`src/rtl/fft_input_packer.sv`:
```
// -----------------------------------------------------------------------------
// fft_input_packer
//
// Serial-to-parallel front end for the 512-point FFT pipeline. One complex
// sample is accepted per qualified cycle. Every 16 consecutive samples are
// packed into a 16-lane bundle, which is presented with a one-cycle
// din_valid pulse and frame_start / frame_done markers. A sync sample forces
// realignment to lane 0 of bundle 0. Any partial bundle or frame is
// discarded at that point and flagged on the sticky align_err.
//
// Optional feature: define PACKER_CONJ_EN to add the fft_mode port. With
// fft_mode=1, each accepted s_q is negated with saturation (IFFT conjugation).
// Without the macro the port is absent and s_q passes unmodified.
//
// Ports
//   clk          in   rising-edge clock
//   rstn         in   synchronous active-low reset
//   s_i, s_q     in   serial sample, signed WIDTH bits
//   s_valid      in   sample qualifier
//   s_sync       in   qualified sample is sample 0 of a frame
//   fft_mode     in   1 = conjugate input (only with PACKER_CONJ_EN)
//   out_i, out_q out  packed lanes; lane n = n-th sample of the bundle
//   din_valid    out  one-cycle bundle valid
//   frame_start  out  with din_valid on bundle 0
//   frame_done   out  with din_valid on the last bundle of the frame
//   align_err    out  sticky; a sync discarded partial data
// -----------------------------------------------------------------------------
module fft_input_packer #(
   parameter int WIDTH  = 9,
   parameter int LANES  = 16,
   parameter int POINTS = 512
) (
   input  logic                    clk,
   input  logic                    rstn,
   input  logic signed [WIDTH-1:0] s_i,
   input  logic signed [WIDTH-1:0] s_q,
   input  logic                    s_valid,
   input  logic                    s_sync,
`ifdef PACKER_CONJ_EN
   input  logic                    fft_mode,
`endif
   output logic signed [WIDTH-1:0] out_i [0:LANES-1],
   output logic signed [WIDTH-1:0] out_q [0:LANES-1],
   output logic                    din_valid,
   output logic                    frame_start,
   output logic                    frame_done,
   output logic                    align_err
);

   localparam int BLOCKS = POINTS / LANES;

   logic [3:0]              lane_cnt_reg;
   logic [4:0]              blk_cnt_reg;
   logic                    din_valid_reg;
   logic                    frame_start_reg;
   logic                    frame_done_reg;
   logic                    align_err_reg;

   logic signed [WIDTH-1:0] stg_i_reg [0:LANES-2];
   logic signed [WIDTH-1:0] stg_q_reg [0:LANES-2];
   logic signed [WIDTH-1:0] out_i_reg [0:LANES-1];
   logic signed [WIDTH-1:0] out_q_reg [0:LANES-1];

   logic signed [WIDTH-1:0] q_in;
   logic                    sync_hit;
   logic                    pack;
   logic [3:0]              wr_lane;

   // ---------------------------------------------------------------------
   // Imaginary-part conditioning
   // ---------------------------------------------------------------------
`ifdef PACKER_CONJ_EN
   localparam logic signed [WIDTH-1:0] Q_MIN = {1'b1, {(WIDTH-1){1'b0}}};
   localparam logic signed [WIDTH-1:0] Q_MAX = {1'b0, {(WIDTH-1){1'b1}}};

   // The most negative code has no positive counterpart, so it clips to max.
   always_comb begin
      q_in = s_q;
      if (fft_mode) begin
         q_in = (s_q == Q_MIN) ? Q_MAX : -s_q;
      end
   end
`else
   assign q_in = s_q;
`endif

   // ---------------------------------------------------------------------
   // Control decode
   // ---------------------------------------------------------------------
   // A sync sample always takes lane 0, so it can never complete a bundle,
   // even if the counters were sitting at lane 15.
   assign sync_hit = s_valid & s_sync;
   assign pack     = s_valid & ~s_sync & (lane_cnt_reg == 4'(LANES-1));
   assign wr_lane  = sync_hit ? 4'd0 : lane_cnt_reg;

   // ---------------------------------------------------------------------
   // Counters, pulse outputs and sticky error
   // ---------------------------------------------------------------------
   always_ff @(posedge clk) begin
      if (!rstn) begin
         lane_cnt_reg    <= '0;
         blk_cnt_reg     <= '0;
         din_valid_reg   <= 1'b0;
         frame_start_reg <= 1'b0;
         frame_done_reg  <= 1'b0;
         align_err_reg   <= 1'b0;
      end else begin
         din_valid_reg   <= 1'b0;
         frame_start_reg <= 1'b0;
         frame_done_reg  <= 1'b0;
         if (sync_hit) begin
            // Sync at a natural frame boundary is legal; anywhere else it
            // throws away buffered samples.
            if (lane_cnt_reg != 4'd0 || blk_cnt_reg != 5'd0) begin
               align_err_reg <= 1'b1;
            end
            lane_cnt_reg <= 4'd1;
            blk_cnt_reg  <= 5'd0;
         end else if (s_valid) begin
            if (pack) begin
               din_valid_reg   <= 1'b1;
               frame_start_reg <= (blk_cnt_reg == 5'd0);
               frame_done_reg  <= (blk_cnt_reg == 5'(BLOCKS-1));
               lane_cnt_reg    <= 4'd0;
               blk_cnt_reg     <= blk_cnt_reg + 5'd1;
            end else begin
               lane_cnt_reg <= lane_cnt_reg + 4'd1;
            end
         end
      end
   end

   // ---------------------------------------------------------------------
   // Staging lanes 0..LANES-2
   // ---------------------------------------------------------------------
   generate
      for (genvar gi = 0; gi < LANES-1; gi++) begin : g_stage
         always_ff @(posedge clk) begin
            if (!rstn) begin
               stg_i_reg[gi] <= '0;
               stg_q_reg[gi] <= '0;
            end else if (s_valid && wr_lane == 4'(gi)) begin
               stg_i_reg[gi] <= s_i;
               stg_q_reg[gi] <= q_in;
            end
         end
      end
   endgenerate

   // ---------------------------------------------------------------------
   // Output lanes: loaded only on the packing edge, held otherwise. The
   // last lane bypasses staging and takes the current sample directly.
   // ---------------------------------------------------------------------
   generate
      for (genvar gi = 0; gi < LANES; gi++) begin : g_out
         if (gi == LANES-1) begin : g_last
            always_ff @(posedge clk) begin
               if (!rstn) begin
                  out_i_reg[gi] <= '0;
                  out_q_reg[gi] <= '0;
               end else if (pack) begin
                  out_i_reg[gi] <= s_i;
                  out_q_reg[gi] <= q_in;
               end
            end
         end else begin : g_staged
            always_ff @(posedge clk) begin
               if (!rstn) begin
                  out_i_reg[gi] <= '0;
                  out_q_reg[gi] <= '0;
               end else if (pack) begin
                  out_i_reg[gi] <= stg_i_reg[gi];
                  out_q_reg[gi] <= stg_q_reg[gi];
               end
            end
         end
         assign out_i[gi] = out_i_reg[gi];
         assign out_q[gi] = out_q_reg[gi];
      end
   endgenerate

   assign din_valid   = din_valid_reg;
   assign frame_start = frame_start_reg;
   assign frame_done  = frame_done_reg;
   assign align_err   = align_err_reg;

endmodule

```
`config.mk`:
```
export PLATFORM = sky130hd
export DESIGN_NAME = fft_input_packer
export DESIGN_NICKNAME = d
export VERILOG_FILES = /design/src/rtl/fft_input_packer.sv
export SDC_FILE = /design/constraint.sdc
export NUM_CORES = 1
export LEC_CHECK = 0
export BUFFER_PORTS_ARGS = -buffer_cell sky130_fd_sc_hd__buf_2
export CAP_MARGIN = 20
export CORE_UTILIZATION = 55
export DETAILED_ROUTE_END_ITERATION = 16
export MAX_ROUTING_LAYER = met4
export PLACE_DENSITY = 0.87
export SLEW_MARGIN = 30
export SYNTH_ARGS = -nofsm -noshare
export SYNTH_HDL_FRONTEND = slang
export SYNTH_SLANG_ARGS = --single-unit
```
`constraint.sdc`:
```
create_clock -name clk -period 37.5 [get_ports clk]
set_input_delay 7.5 -clock clk [delete_from_list [all_inputs] [get_ports clk]]
set_output_delay 7.5 -clock clk [all_outputs]
set_load 0.1 [all_outputs]
```
==> metrics.log, run 1 <==
[metrics] outcome: complete, no violations
[metrics] wire length of the first global-routing pass: 69.5 mm
[metrics] top layer in use: met4
[metrics] net switching share of the total power: 0.254
[metrics] total net switching power: 338 uW
[metrics] number of design rule violations left after detail routing: 0
[metrics] remaining global-route overflow: 0
[metrics] final antenna-violating net count: 0
[metrics] area used by multi-input combinational logic: 3940 um^2
[metrics] most common cell after layout, fill and taps aside: sky130_fd_sc_hd__edfxtp_1
[metrics] Post-layout nets: 1671
[metrics] critical register-to-register path endpoint: out_q_reg[0][39]
[metrics] worst reg-to-reg setup slack: 33790 ps
[metrics] Synth warnings: 0
[metrics] worst hold endpoint: align_err
[metrics] ratio of cells with drive above 1 in the final layout: 0.241
[metrics] max-cap viol count: 0
[metrics] effective utilization at floorplan: 0.560
[metrics] via count: 11900
[metrics] Final Hold Vio Count: 0
[metrics] EDFF count, synth: 558
[metrics] final estimated routing congestion in global placement: 0.864
[metrics] Layout Cell Area excl Fill: 24800 um^2
[metrics] area of the die: 39200 um^2
[metrics] Setup-failing EPs final: 0
[metrics] vias in the first global route: 11500
[metrics] Std-Cell Core Area: 37800 um^2
[metrics] Setup crit end kind: register
[metrics] initial antenna violation count: 1
[metrics] minimum clock period after layout: 9940 ps
[metrics] Hold Crit Depth: 1
[metrics] maximum frequency from static timing analysis: 101 MHz
[metrics] cell area after placement: 23300 um^2
[metrics] buffer count from post-CTS setup fixing: 0
[metrics] maximum number of buffers from clock root to sink: 3
[metrics] global-route usage over all layers: 0.254
[metrics] placement row count: 71
[metrics] Req. time, crit path: 37750 ps
[metrics] Clock power frac: 0.360
[metrics] met3 wire length: 4.20 mm
[metrics] max-slew violations: 0
[metrics] Clk Tree Root Cell: sky130_fd_sc_hd__clkbuf_16
[metrics] detailed-routing iteration count for the pre-antenna-repair pass: 5
[metrics] commonest cells after routing, fill and taps aside: sky130_fd_sc_hd__edfxtp_1, sky130_fd_sc_hd__buf_2, sky130_fd_sc_hd__and2_1, sky130_fd_sc_hd__nor2_1, sky130_fd_sc_hd__and3_1
[metrics] number of hold-repair buffers added at the cts stage: 0
[metrics] worst setup path category: in -> reg
[metrics] Routed met2 length: 24.0 mm
[metrics] PortBufs: 313
[metrics] post-cts resize count: 0
[metrics] die height: 198 um
[metrics] post-synth cell types: 31
[metrics] RSZ-0062 raised after global routing: no
[metrics] number of levels in the clock H-tree: 2
[metrics] mapped cell area: 21100 um^2
[metrics] Lkg Pwr: 0.00996 uW
[metrics] pin count of the biggest net entering global routing: 110
[metrics] crit path launch type: input port
[metrics] worst clock skew: 25.9 ps
[metrics] sum of negative setup slack: 0 ps
[metrics] final worst-path cycle share: 0.265
[metrics] mean instance size in the synthesized netlist: 15.8 um^2
[metrics] overall routed net length: 47.9 mm
[metrics] most common flop cell mapped by yosys: sky130_fd_sc_hd__edfxtp_1
[metrics] clock tree from TritonCTS: done
[metrics] sequential share of power: 0.548
[metrics] met1 wire length: 17.6 mm
[metrics] net count after synthesis: 1362
[metrics] DP HPWL: 30.1 mm
[metrics] min-delay worst type: reg -> reg
[metrics] IO Pins: 314
[metrics] initial DRC count: 1004
[metrics] Diodes inserted: 0
[metrics] combinational share of power: 0.092
[metrics] Die X: 198 um
[metrics] total CTS buffers: 53
[metrics] worst reg2reg path startpoint: lane_cnt_reg[0]
[metrics] average wire length per cell after detail routing: 21.9 um
[metrics] CP Max Fanout: 71
[metrics] insertion delay of the later-clocked pin in the worst-skew pair: 600 ps
[metrics] clock-pin slew on the worst setup and hold paths: 70 ps
[metrics] sequential cell area fraction in the yosys report: 0.805
[metrics] Cell Int Power: 993 uW
[metrics] Max transition margin: 0.350
[metrics] total of flip-flops plus latches after synthesis: 571
[metrics] signed area change from the synthesized netlist to the final layout: 17.4%
[metrics] drt via density: 5.46
[metrics] fillcell total: 2448
[metrics] hold_sp: align_err
[metrics] flip-flop and latch area: 17000 um^2
[metrics] data arrival time of the critical path: 10190 ps
[metrics] sinks on the clock net: 571
[metrics] Cell Pwr Density: 53.6 nW/um^2
[metrics] R2R cell count: 6
[metrics] transition at the pin with the smallest max-transition slack: 964 ps
[metrics] Synth async-reset ratio: 0
[metrics] number of instances in the synthesized netlist: 1335
[metrics] worst voltage drop across the vdd grid: 0.0520 mV
[worst max-delay path, cell delays in order]
cell	delay, ps
sky130_fd_sc_hd__buf_2	190
sky130_fd_sc_hd__nand4b_1	510
sky130_fd_sc_hd__o21ai_4	290
sky130_fd_sc_hd__buf_4	750
sky130_fd_sc_hd__buf_4	550
sky130_fd_sc_hd__buf_16	320
[layout make-up]
class | instances | area share
multi-input combinational | 685 | 0.159
timing repair buffer | 327 | 0.0688
sequential | 571 | 0.686
clock inverter | 18 | 0.00368
clock buffer | 67 | 0.0564
tap | 511 | 0.0258
inverter | 6 | 0.000907
[cell families (layout without fill, tap and decap cells)]
kind of cell,after synthesis,count (layout),synth area share
mux,1,1,0.000474
flops,571,571,0.805
fa+ha+maj,5,5,0.00296
xor+xnor,1,1,0.000414
buf+inv,79,418,0.0147
compound gates,27,27,0.00693
simple gates,651,651,0.169
[layer usage]
metal  up-vias  global-route usage
met1      5863               0.314
met5         -                   -
met3       124              0.0487
li1       5326                   -
met4         0               0.109
met2       607               0.411
[power by group through the flow]
stage	logic, uW	registers (uW)	clock network [uW]
after floorplan	15.7	833	0
after CTS	123	729	483
after global routing	126	730	506
after global placement	121	742	0
after detailed placement	123	742	0
final	123	729	479
[metrics by stage]
| stage | hold WS (ps) | instances | util | setup slack (ps) | total power, uW |
|---|---|---|---|---|---|
| after floorplan | 467 | 1335 | - | 8150 | 848 |
| after global placement | 448 | 2096 | 0.614 | 26960 | 863 |
| after detailed placement | 475 | 2099 | 0.616 | 26830 | 865 |
| after CTS | 490 | 2184 | 0.656 | 27460 | 1340 |
| after global routing | 515 | 2185 | 0.657 | 27410 | 1360 |
| final | 487 | 2185 | 0.657 | 27560 | 1330 |
[Yosys cell counts (2+ instances only)]
library cell | n | area [um^2]
sky130_fd_sc_hd__ha_1 | 5 | 62.6
sky130_fd_sc_hd__o21a_1 | 3 | 22.5
sky130_fd_sc_hd__nor4b_4 | 2 | 47.6
sky130_fd_sc_hd__clkbuf_1 | 62 | 233
sky130_fd_sc_hd__o21ai_0 | 15 | 75.1
sky130_fd_sc_hd__dfxtp_1 | 13 | 260
sky130_fd_sc_hd__or3_1 | 2 | 12.5
sky130_fd_sc_hd__inv_1 | 6 | 22.5
sky130_fd_sc_hd__edfxtp_1 | 558 | 16800
sky130_fd_sc_hd__a21oi_1 | 6 | 30.0
sky130_fd_sc_hd__nor2b_1 | 3 | 18.8
sky130_fd_sc_hd__nand3_1 | 9 | 45.0
sky130_fd_sc_hd__nor2_1 | 169 | 634
sky130_fd_sc_hd__and2_1 | 308 | 1930
sky130_fd_sc_hd__nand2_1 | 52 | 195
sky130_fd_sc_hd__buf_2 | 11 | 55.1
sky130_fd_sc_hd__nand4_1 | 5 | 31.3
sky130_fd_sc_hd__and4b_1 | 2 | 20.0
sky130_fd_sc_hd__and3_1 | 92 | 576
[worst max path at each step]
stage               slack [ps]  cells past startpoint               end    from
floorplan                 8150                      2   out_i_reg[0][0]  s_sync
global placement         26960                      5   out_i_reg[0][0]  s_sync
detailed placement       26830                      6  out_q_reg[1][11]    rstn
CTS                      27460                      6  out_q_reg[1][30]    rstn
global route             27410                      6   out_i_reg[0][6]  s_sync
finish                   27560                      6  out_q_reg[0][39]  s_sync
Note: power is estimated with default switching activity, not from simulation.
==> run 2, diff against run 1 <==
--- a/config.mk
+++ b/config.mk
@@ -7,10 +7,10 @@
 export LEC_CHECK = 0
 export BUFFER_PORTS_ARGS = -buffer_cell sky130_fd_sc_hd__buf_2
 export CAP_MARGIN = 20
-export CORE_UTILIZATION = 55
+export CORE_UTILIZATION = 51
 export DETAILED_ROUTE_END_ITERATION = 16
 export MAX_ROUTING_LAYER = met4
-export PLACE_DENSITY = 0.87
+export PLACE_DENSITY = 0.85
 export SLEW_MARGIN = 30
 export SYNTH_ARGS = -nofsm -noshare
 export SYNTH_HDL_FRONTEND = slang
==> constraint.sdc (replaced) <==
create_clock -name clk -period 9.1 [get_ports clk]
set_input_delay 1.82 -clock clk [delete_from_list [all_inputs] [get_ports clk]]
set_output_delay 1.82 -clock clk [all_outputs]
set_load 0.1 [all_outputs]
==> run 2 against run 1 <==
Clock power grew to 4.4 times the previous value. Critical path type unchanged. Cell count is 1.7% higher. Critical endpoint is now out_q_reg[0][5]. Via count is 0.47% higher. Core utilization is 4.4 points lower. Sequential share of layout area is 0.58 points lower. Combinational power grew to 4.1 times the previous value. Critical path depth stayed put.
==> metrics.log, run 2 (synthesized netlist as in run 1, its figures left out) <==
[metrics] max incr delay on CP: 770 ps (+20 ps)
[metrics] most common cell after layout, fill and taps aside: sky130_fd_sc_hd__edfxtp_1
[metrics] area of the die: 42300 um^2 (+7.8%)
[metrics] Max transition margin: 0.332 (-0.0184)
[metrics] worst reg-to-reg setup slack: 5690 ps (-28100 ps)
[metrics] insertion delay of the later-clocked pin in the worst-skew pair: 590 ps (about the same)
[metrics] final antenna-violating net count: 0 (unchanged)
[metrics] overall routed net length: 48.8 mm (+1.8%)
[metrics] Req. time, crit path: 9540 ps (-28210 ps)
[metrics] cell area after placement: 23400 um^2 (+0.41%)
[metrics] number of buffer and inverter instances along the worst setup path: 3 (-1)
[metrics] worst voltage drop across the vdd grid: 0.155 mV (+200%)
[metrics] max-cap viol count: 0 (unchanged)
[metrics] slowest CP cell: sky130_fd_sc_hd__buf_4
[metrics] min-delay worst type: reg -> reg
[metrics] Layout Cell Area excl Fill: 25000 um^2 (+0.86%)
[metrics] transition at the pin with the smallest max-transition slack: 1000 ps (+37.6 ps)
[metrics] commonest cells after routing, fill and taps aside: sky130_fd_sc_hd__edfxtp_1, sky130_fd_sc_hd__buf_2, sky130_fd_sc_hd__and2_1, sky130_fd_sc_hd__nor2_1, sky130_fd_sc_hd__and3_1
[metrics] maximum frequency from static timing analysis: 250 MHz
[metrics] number of design rule violations left after detail routing: 0 (unchanged)
[metrics] maximum number of buffers from clock root to sink: 3 (unchanged)
[metrics] Post-layout nets: 1674 (+0.18%)
[metrics] number of levels in the clock H-tree: 2 (unchanged)
[metrics] final worst-path cycle share: 0.440
[metrics] outcome: complete, no violations
[metrics] total CTS buffers: 55 (+3.8%)
[metrics] die height: 206 um (+3.8%)
[metrics] post-layout worst setup margin: 5090 ps (-22470 ps)
[metrics] Die X: 206 um (+3.8%)
[metrics] max-slew violations: 0 (unchanged)
[metrics] Std-Cell Core Area: 40800 um^2 (+8.1%)
[metrics] pin count of the biggest net entering global routing: 123 (+12%)
[metrics] Final Hold Vio Count: 0 (unchanged)
[metrics] Lkg Pwr: 0.0101 uW (+0.92%)
[metrics] PortBufs: 313 (unchanged)
[metrics] family with the most delay on the worst path: buffers and inverters
[metrics] cells traversed along the worst timing path: buf_4 -> nand2_1 -> nor2_4 -> buf_4 -> buf_4 -> and2_1
[metrics] RSZ-0062 raised after global routing: no
[metrics] Post-Place Setup Slack: 4120 ps (-22710 ps)
[metrics] post-cts resize count: 0 (unchanged)
[metrics] placement row count: 74 (+4.2%)
[metrics] remaining global-route overflow: 0 (unchanged)
[metrics] IO Pins: 314 (unchanged)
[metrics] Setup-failing EPs final: 0 (unchanged)
[metrics] worst clock skew: 13.3 ps (-12.5 ps)
[metrics] data arrival time of the critical path: 4450 ps (-5740 ps)
[metrics] CP most frequent cell: sky130_fd_sc_hd__buf_4
[metrics] crit path launch type: input port
[metrics] sum of negative setup slack: 0 ps (unchanged)
[metrics] wire length of the first global-routing pass: 69.9 mm (+0.62%)
[metrics] final estimated routing congestion in global placement: 0.837 (-3.2%)
[metrics] number of hold-repair buffers added at the cts stage: 0 (unchanged)
[metrics] buffer count from post-CTS setup fixing: 0 (unchanged)
[metrics] Cell Pwr Density: 225 nW/um^2 (+320%)
[metrics] ratio of cells with drive above 1 in the final layout: 0.247 (+0.00541)
[metrics] worst setup path category: in -> reg
[metrics] R2R cell count: 6 (unchanged)
[metrics] initial antenna violation count: 3 (+2)
[metrics] via count: 12000 (+0.47%)
[metrics] average wire length per cell after detail routing: 21.9 um (about the same)
[metrics] sinks on the clock net: 571 (unchanged)
[metrics] initial DRC count: 1202 (+20%)
[metrics] DP HPWL: 30.5 mm (+1.4%)
[metrics] clock-pin slew on the worst setup and hold paths: 60 ps (about the same)
[metrics] drt via density: 5.39 (-1.2%)
[metrics] Setup crit end kind: register
[metrics] clock tree from TritonCTS: done
[metrics] vias in the first global route: 11300 (-1.7%)
[metrics] stages on the worst setup path: 6 (unchanged)
[metrics] detailed-routing iteration count for the pre-antenna-repair pass: 5 (unchanged)
[metrics] CP Max Fanout: 122 (+72%)
[metrics] signed area change from the synthesized netlist to the final layout: 18.4%
[metrics] effective utilization at floorplan: 0.518 (-0.0422)
[metrics] minimum clock period after layout: 4010 ps
[metrics] global-route usage over all layers: 0.237 (-0.0170)
[metrics] Hold Crit Depth: 1 (unchanged)
[metrics] Clk Tree Root Cell: sky130_fd_sc_hd__clkbuf_16
==> run 2: through the flow <==
stage | hold WS [ps] | utilization | power [uW] | std cells
2_1_floorplan | 467 | - | 3460 | 1335
3_3_place_gp | 447 | 0.569 | 3560 | 2117
3_5_place_dp | 453 | 0.572 | 3570 | 2122
4_1_cts | 468 | 0.613 | 5660 | 2222
5_1_grt | 511 | 0.613 | 5770 | 2223
6_report | 469 | 0.613 | 5620 | 2223
==> run 2: final cells by class <==
cell class,instances,area [um^2]
inverter,6,22.5
timing repair buffer,328,1740
antenna,1,2.50
fill,2867,15800
tap,532,666
clock buffer,72,1480
clock inverter,28,168
multi-input combinational,685,3930
sequential,571,17000
==> run 2: power breakdown <==
part,switching (uW),total [uW],leakage [uW],internal [uW]
Sequential,32.5,3000,0.00588,2970
Combinational,461,509,0.00337,47.9
Clock,939,2110,0.000808,1170
Total,1430,5620,0.0101,4190
==> run 2: final timing paths <==
kind	endpoint	start
setup / recovery	out_q_reg[0][5]	rstn
hold / removal	align_err	align_err
setup reg to reg	out_q_reg[0][5]	lane_cnt_reg[0]
hold reg to reg	align_err	align_err
==> run 2: layer usage <==
layer / track usage / part of all wire
met3: 0.0423 / 0.081
met4: 0.0876 / 0.034
met1: 0.305 / 0.39
met5: - / 0
met2: 0.377 / 0.50
==> run 2: worst register-to-register path, delay by kind of cell, from the launching register on <==
kind                     cells  cell delay, ps
buffers and inverters        2            1330
flip-flops                   1             680
AND/OR/NAND/NOR              3             960
adder cells (fa/ha/maj)      1             290
==> run 3, diff against run 2 <==
--- a/config.mk
+++ b/config.mk
@@ -5,12 +5,13 @@
 export SDC_FILE = /design/constraint.sdc
 export NUM_CORES = 1
 export LEC_CHECK = 0
+export ABC_AREA = 1
 export BUFFER_PORTS_ARGS = -buffer_cell sky130_fd_sc_hd__buf_2
 export CAP_MARGIN = 20
-export CORE_UTILIZATION = 51
+export CORE_UTILIZATION = 55
 export DETAILED_ROUTE_END_ITERATION = 16
 export MAX_ROUTING_LAYER = met4
-export PLACE_DENSITY = 0.85
+export PLACE_DENSITY = 0.87
 export SLEW_MARGIN = 30
 export SYNTH_ARGS = -nofsm -noshare
 export SYNTH_HDL_FRONTEND = slang
==> constraint.sdc (replaced) <==
create_clock -name clk -period 4.1 [get_ports clk]
set_input_delay 0.82 -clock clk [delete_from_list [all_inputs] [get_ports clk]]
set_output_delay 0.82 -clock clk [all_outputs]
set_load 0.1 [all_outputs]
==> run 3 against run 2 <==
Worst setup slack got worse by 3700 ps. Via count is 6.8% higher. Largest power group unchanged. Largest cell class unchanged. Highest routed layer unchanged. Flip-flop and latch count unchanged.
==> metrics.log, run 3 <==
[metrics] die height: 200 um (-2.9%)
[metrics] Synth top area share: 0.781 (-0.0122)
[metrics] Synth warnings: 0 (unchanged)
[metrics] number of design rule violations left after detail routing: 0 (unchanged)
[metrics] RSZ-0062 raised after global routing: no
[metrics] outcome: complete, no violations
[metrics] average wire length per cell after detail routing: 20.1 um (-8.3%)
[metrics] area share of and/or/nand/nor cells after synthesis: 0.127 (-0.0428)
[metrics] total of flip-flops plus latches after synthesis: 571 (unchanged)
[metrics] IO Pins: 314 (unchanged)
[metrics] Lkg Pwr: 0.0107 uW (+6.1%)
[metrics] Layout Cell Area excl Fill: 25300 um^2 (+1.0%)
[metrics] Max transition margin: 0.314 (-0.0185)
[metrics] EDFF count, synth: 558 (unchanged)
[metrics] post-synth cell types: 27 (-13%)
[metrics] worst clock skew: 12.6 ps (-0.686 ps)
[metrics] overall routed net length: 50.4 mm (+3.3%)
[metrics] Cell Int Power: 9550 uW (+130%)
[metrics] max-slew violations: 0 (unchanged)
[metrics] Cell Pwr Density: 505 nW/um^2 (+120%)
[metrics] worst reg2reg path startpoint: lane_cnt_reg[1]
[metrics] data arrival time of the critical path: 2970 ps (-1480 ps)
[metrics] DP HPWL: 30.4 mm (-0.31%)
[metrics] ranking of synthesized cells by instance count: sky130_fd_sc_hd__edfxtp_1, sky130_fd_sc_hd__nor2_1, sky130_fd_sc_hd__inv_1
[metrics] mapped cell area: 21500 um^2 (+1.6%)
[metrics] Synth async-reset ratio: 0 (unchanged)
[metrics] number of instances in the synthesized netlist: 1631 (+22%)
[metrics] minimum clock period after layout: 2740 ps
[metrics] total net switching power: 3230 uW (+130%)
[metrics] sum of negative setup slack: 0 ps (unchanged)
[metrics] clock tree from TritonCTS: done
[metrics] initial antenna violation count: 4 (+1)
[metrics] combinational share of power: 0.092 (+0.002)
[metrics] final worst-path cycle share: 0.669
[metrics] Setup crit end kind: register
[metrics] Final Hold Vio Count: 0 (unchanged)
[metrics] buffer count from post-CTS setup fixing: 0 (unchanged)
[metrics] total CTS buffers: 54 (-1.8%)
[metrics] Setup-failing EPs final: 0 (unchanged)
[metrics] Hold Crit Depth: 2 (+1)
[metrics] crit path launch type: register
[metrics] max incr delay on CP: 690 ps (-80 ps)
[metrics] post-cts resize count: 0 (unchanged)
[metrics] area of the die: 39800 um^2 (-5.8%)
[metrics] area fraction in compound gates after synthesis: 0.00437 (-0.00256)
[metrics] maximum number of buffers from clock root to sink: 3 (unchanged)
[metrics] area share of xor/xnor cells in the synthesized design: 0 (-0.000414)
[metrics] signed area change from the synthesized netlist to the final layout: 17.8%
[metrics] dominant cell type by area after synthesis: sky130_fd_sc_hd__edfxtp_1
[metrics] sequential cell area fraction in the yosys report: 0.793 (-0.0124)
[metrics] Std-Cell Core Area: 38000 um^2 (-6.9%)
[metrics] worst hold endpoint: align_err
[metrics] ratio of cells with drive above 1 in the final layout: 0.239 (-0.00743)
[metrics] min-delay worst type: reg -> reg
[metrics] net count after synthesis: 1658 (+22%)
[metrics] most common flop cell mapped by yosys: sky130_fd_sc_hd__edfxtp_1
[metrics] remaining global-route overflow: 0 (unchanged)
[metrics] sequential share of power: 0.522 (-0.012)
[metrics] pin count of the biggest net entering global routing: 82 (-33%)
[metrics] commonest cells after routing, fill and taps aside: sky130_fd_sc_hd__edfxtp_1, sky130_fd_sc_hd__nor2_1, sky130_fd_sc_hd__buf_2, sky130_fd_sc_hd__inv_1, sky130_fd_sc_hd__clkbuf_16
[metrics] critical register-to-register path endpoint: out_i_reg[1][2]
[metrics] sinks on the clock net: 571 (unchanged)
[metrics] net switching share of the total power: 0.253 (-0.00186)
[metrics] max-cap viol count: 0 (unchanged)
[metrics] hold_sp: align_err
[metrics] Post-layout nets: 1972 (+18%)
[metrics] detailed-routing iteration count for the pre-antenna-repair pass: 5 (unchanged)
[metrics] initial DRC count: 1245 (+3.6%)
[metrics] PortBufs: 313 (unchanged)
[metrics] CP Max Fanout: 62 (-49%)
[metrics] final estimated routing congestion in global placement: 0.839 (+0.22%)
[metrics] cells traversed along the worst timing path: ha_1 -> nand3b_1 -> nand2_8 -> buf_4
[metrics] Synth Area in Adders: 0.00291 (-0.0000457)
[metrics] worst reg-to-reg setup slack: 1360 ps (-4330 ps)
[metrics] slowest CP cell: sky130_fd_sc_hd__dfxtp_1
[metrics] insertion delay of the later-clocked pin in the worst-skew pair: 590 ps (about the same)
[metrics] cell area after placement: 23500 um^2 (+0.64%)
[metrics] final antenna-violating net count: 0 (unchanged)
[metrics] proportion of synthesized area in mux cells: 0 (-0.000474)
[metrics] maximum frequency from static timing analysis: 364 MHz
[metrics] Die X: 200 um (-2.9%)
[metrics] drt via density: 5.11 (-5.2%)
[metrics] R2R cell count: 4 (-2)
[metrics] largest family of logic cells by synthesized area: simple AND/OR/NAND/NOR gates
[metrics] Req. time, crit path: 4330 ps (-5210 ps)
[metrics] global-route usage over all layers: 0.263 (+0.0268)
[metrics] worst voltage drop across the vdd grid: 0.391 mV (+150%)
[metrics] total design power: 12800 uW (+130%)
[metrics] Clock power frac: 0.385 (+0.010)
[metrics] Clk Tree Root Cell: sky130_fd_sc_hd__clkbuf_16
[metrics] effective utilization at floorplan: 0.565 (+0.0470)
[metrics] transition at the pin with the smallest max-transition slack: 1020 ps (+21.5 ps)
[metrics] mean instance size in the synthesized netlist: 13.2 um^2 (-17%)
[metrics] placement row count: 71 (-4.1%)
[metrics] top-count cell post-synth: sky130_fd_sc_hd__edfxtp_1
[metrics] most common cell after layout, fill and taps aside: sky130_fd_sc_hd__edfxtp_1
[metrics] number of hold-repair buffers added at the cts stage: 0 (unchanged)
[metrics] wire length of the first global-routing pass: 72.8 mm (+4.1%)
[metrics] worst setup path category: reg -> reg
[metrics] ranking of synthesized cells by area: sky130_fd_sc_hd__edfxtp_1, sky130_fd_sc_hd__nor2_1, sky130_fd_sc_hd__inv_1
[metrics] clock-pin slew on the worst setup and hold paths: 60 ps (about the same)
[metrics] vias in the first global route: 12600 (+12%)
[metrics] via count: 12800 (+6.8%)
[metrics] number of levels in the clock H-tree: 2 (unchanged)
[run 3: per-layer routing]
layer,wire [um],global-route usage,vias up
li1,-,-,5824
met5,0,-,-
met4,1680,0.105,0
met3,4030,0.0489,134
met2,25900,0.448,635
met1,18800,0.310,6197
[run 3: final cells by class]
cell class | instances | area [um^2]
multi-input combinational | 676 | 2940
inverter | 313 | 1170
tap | 511 | 639
clock inverter | 33 | 320
fill | 2517 | 12700
timing repair buffer | 329 | 1760
clock buffer | 67 | 1420
antenna | 4 | 10.0
sequential | 571 | 17000
[run 3: worst max-delay path, delay by kind of cell (launching register included)]
family | cells | cell delay, ps
flip-flops | 1 | 690
AND/OR/NAND/NOR | 2 | 810
adder cells (fa/ha/maj) | 1 | 330
buffers and inverters | 1 | 530
[run 3: power by group through the flow]
stage	Combinational [uW]	Clock, uW	Sequential [uW]
finish	1180	4920	6670
global route	1220	5160	6690
CTS	1180	4960	6670
detailed placement	1180	0	6790
global placement	1160	0	6780
floorplan	193	0	7530
[run 3: per-stage QoR]
step	util	cells	setup WS (ps)	hold WS (ps)
after floorplan	-	1631	331	458
after global placement	0.618	2400	1120	442
after detailed placement	0.619	2400	1070	465
final	0.665	2504	1360	477
after global routing	0.665	2504	1250	509
after CTS	0.664	2500	1380	480
[run 3: worst max-delay path by stage]
| stage | startpoint | to | slack (ps) | cells after the start |
|---|---|---|---|---|
| floorplan | s_valid | out_i_reg[0][0] | 330 | 5 |
| global placement | s_valid | out_q_reg[1][22] | 1120 | 6 |
| detailed placement | s_valid | out_q_reg[1][21] | 1070 | 6 |
| CTS | lane_cnt_reg[1] | out_i_reg[1][39] | 1380 | 4 |
| global route | lane_cnt_reg[1] | out_i_reg[1][38] | 1250 | 4 |
| finish | lane_cnt_reg[1] | out_i_reg[1][2] | 1360 | 4 |
[run 3: logic make-up after synthesis]
logic type      Yosys count
flops                   571
buf+inv                 384
simple gates            653
compound gates           18
fa+ha+maj                 5
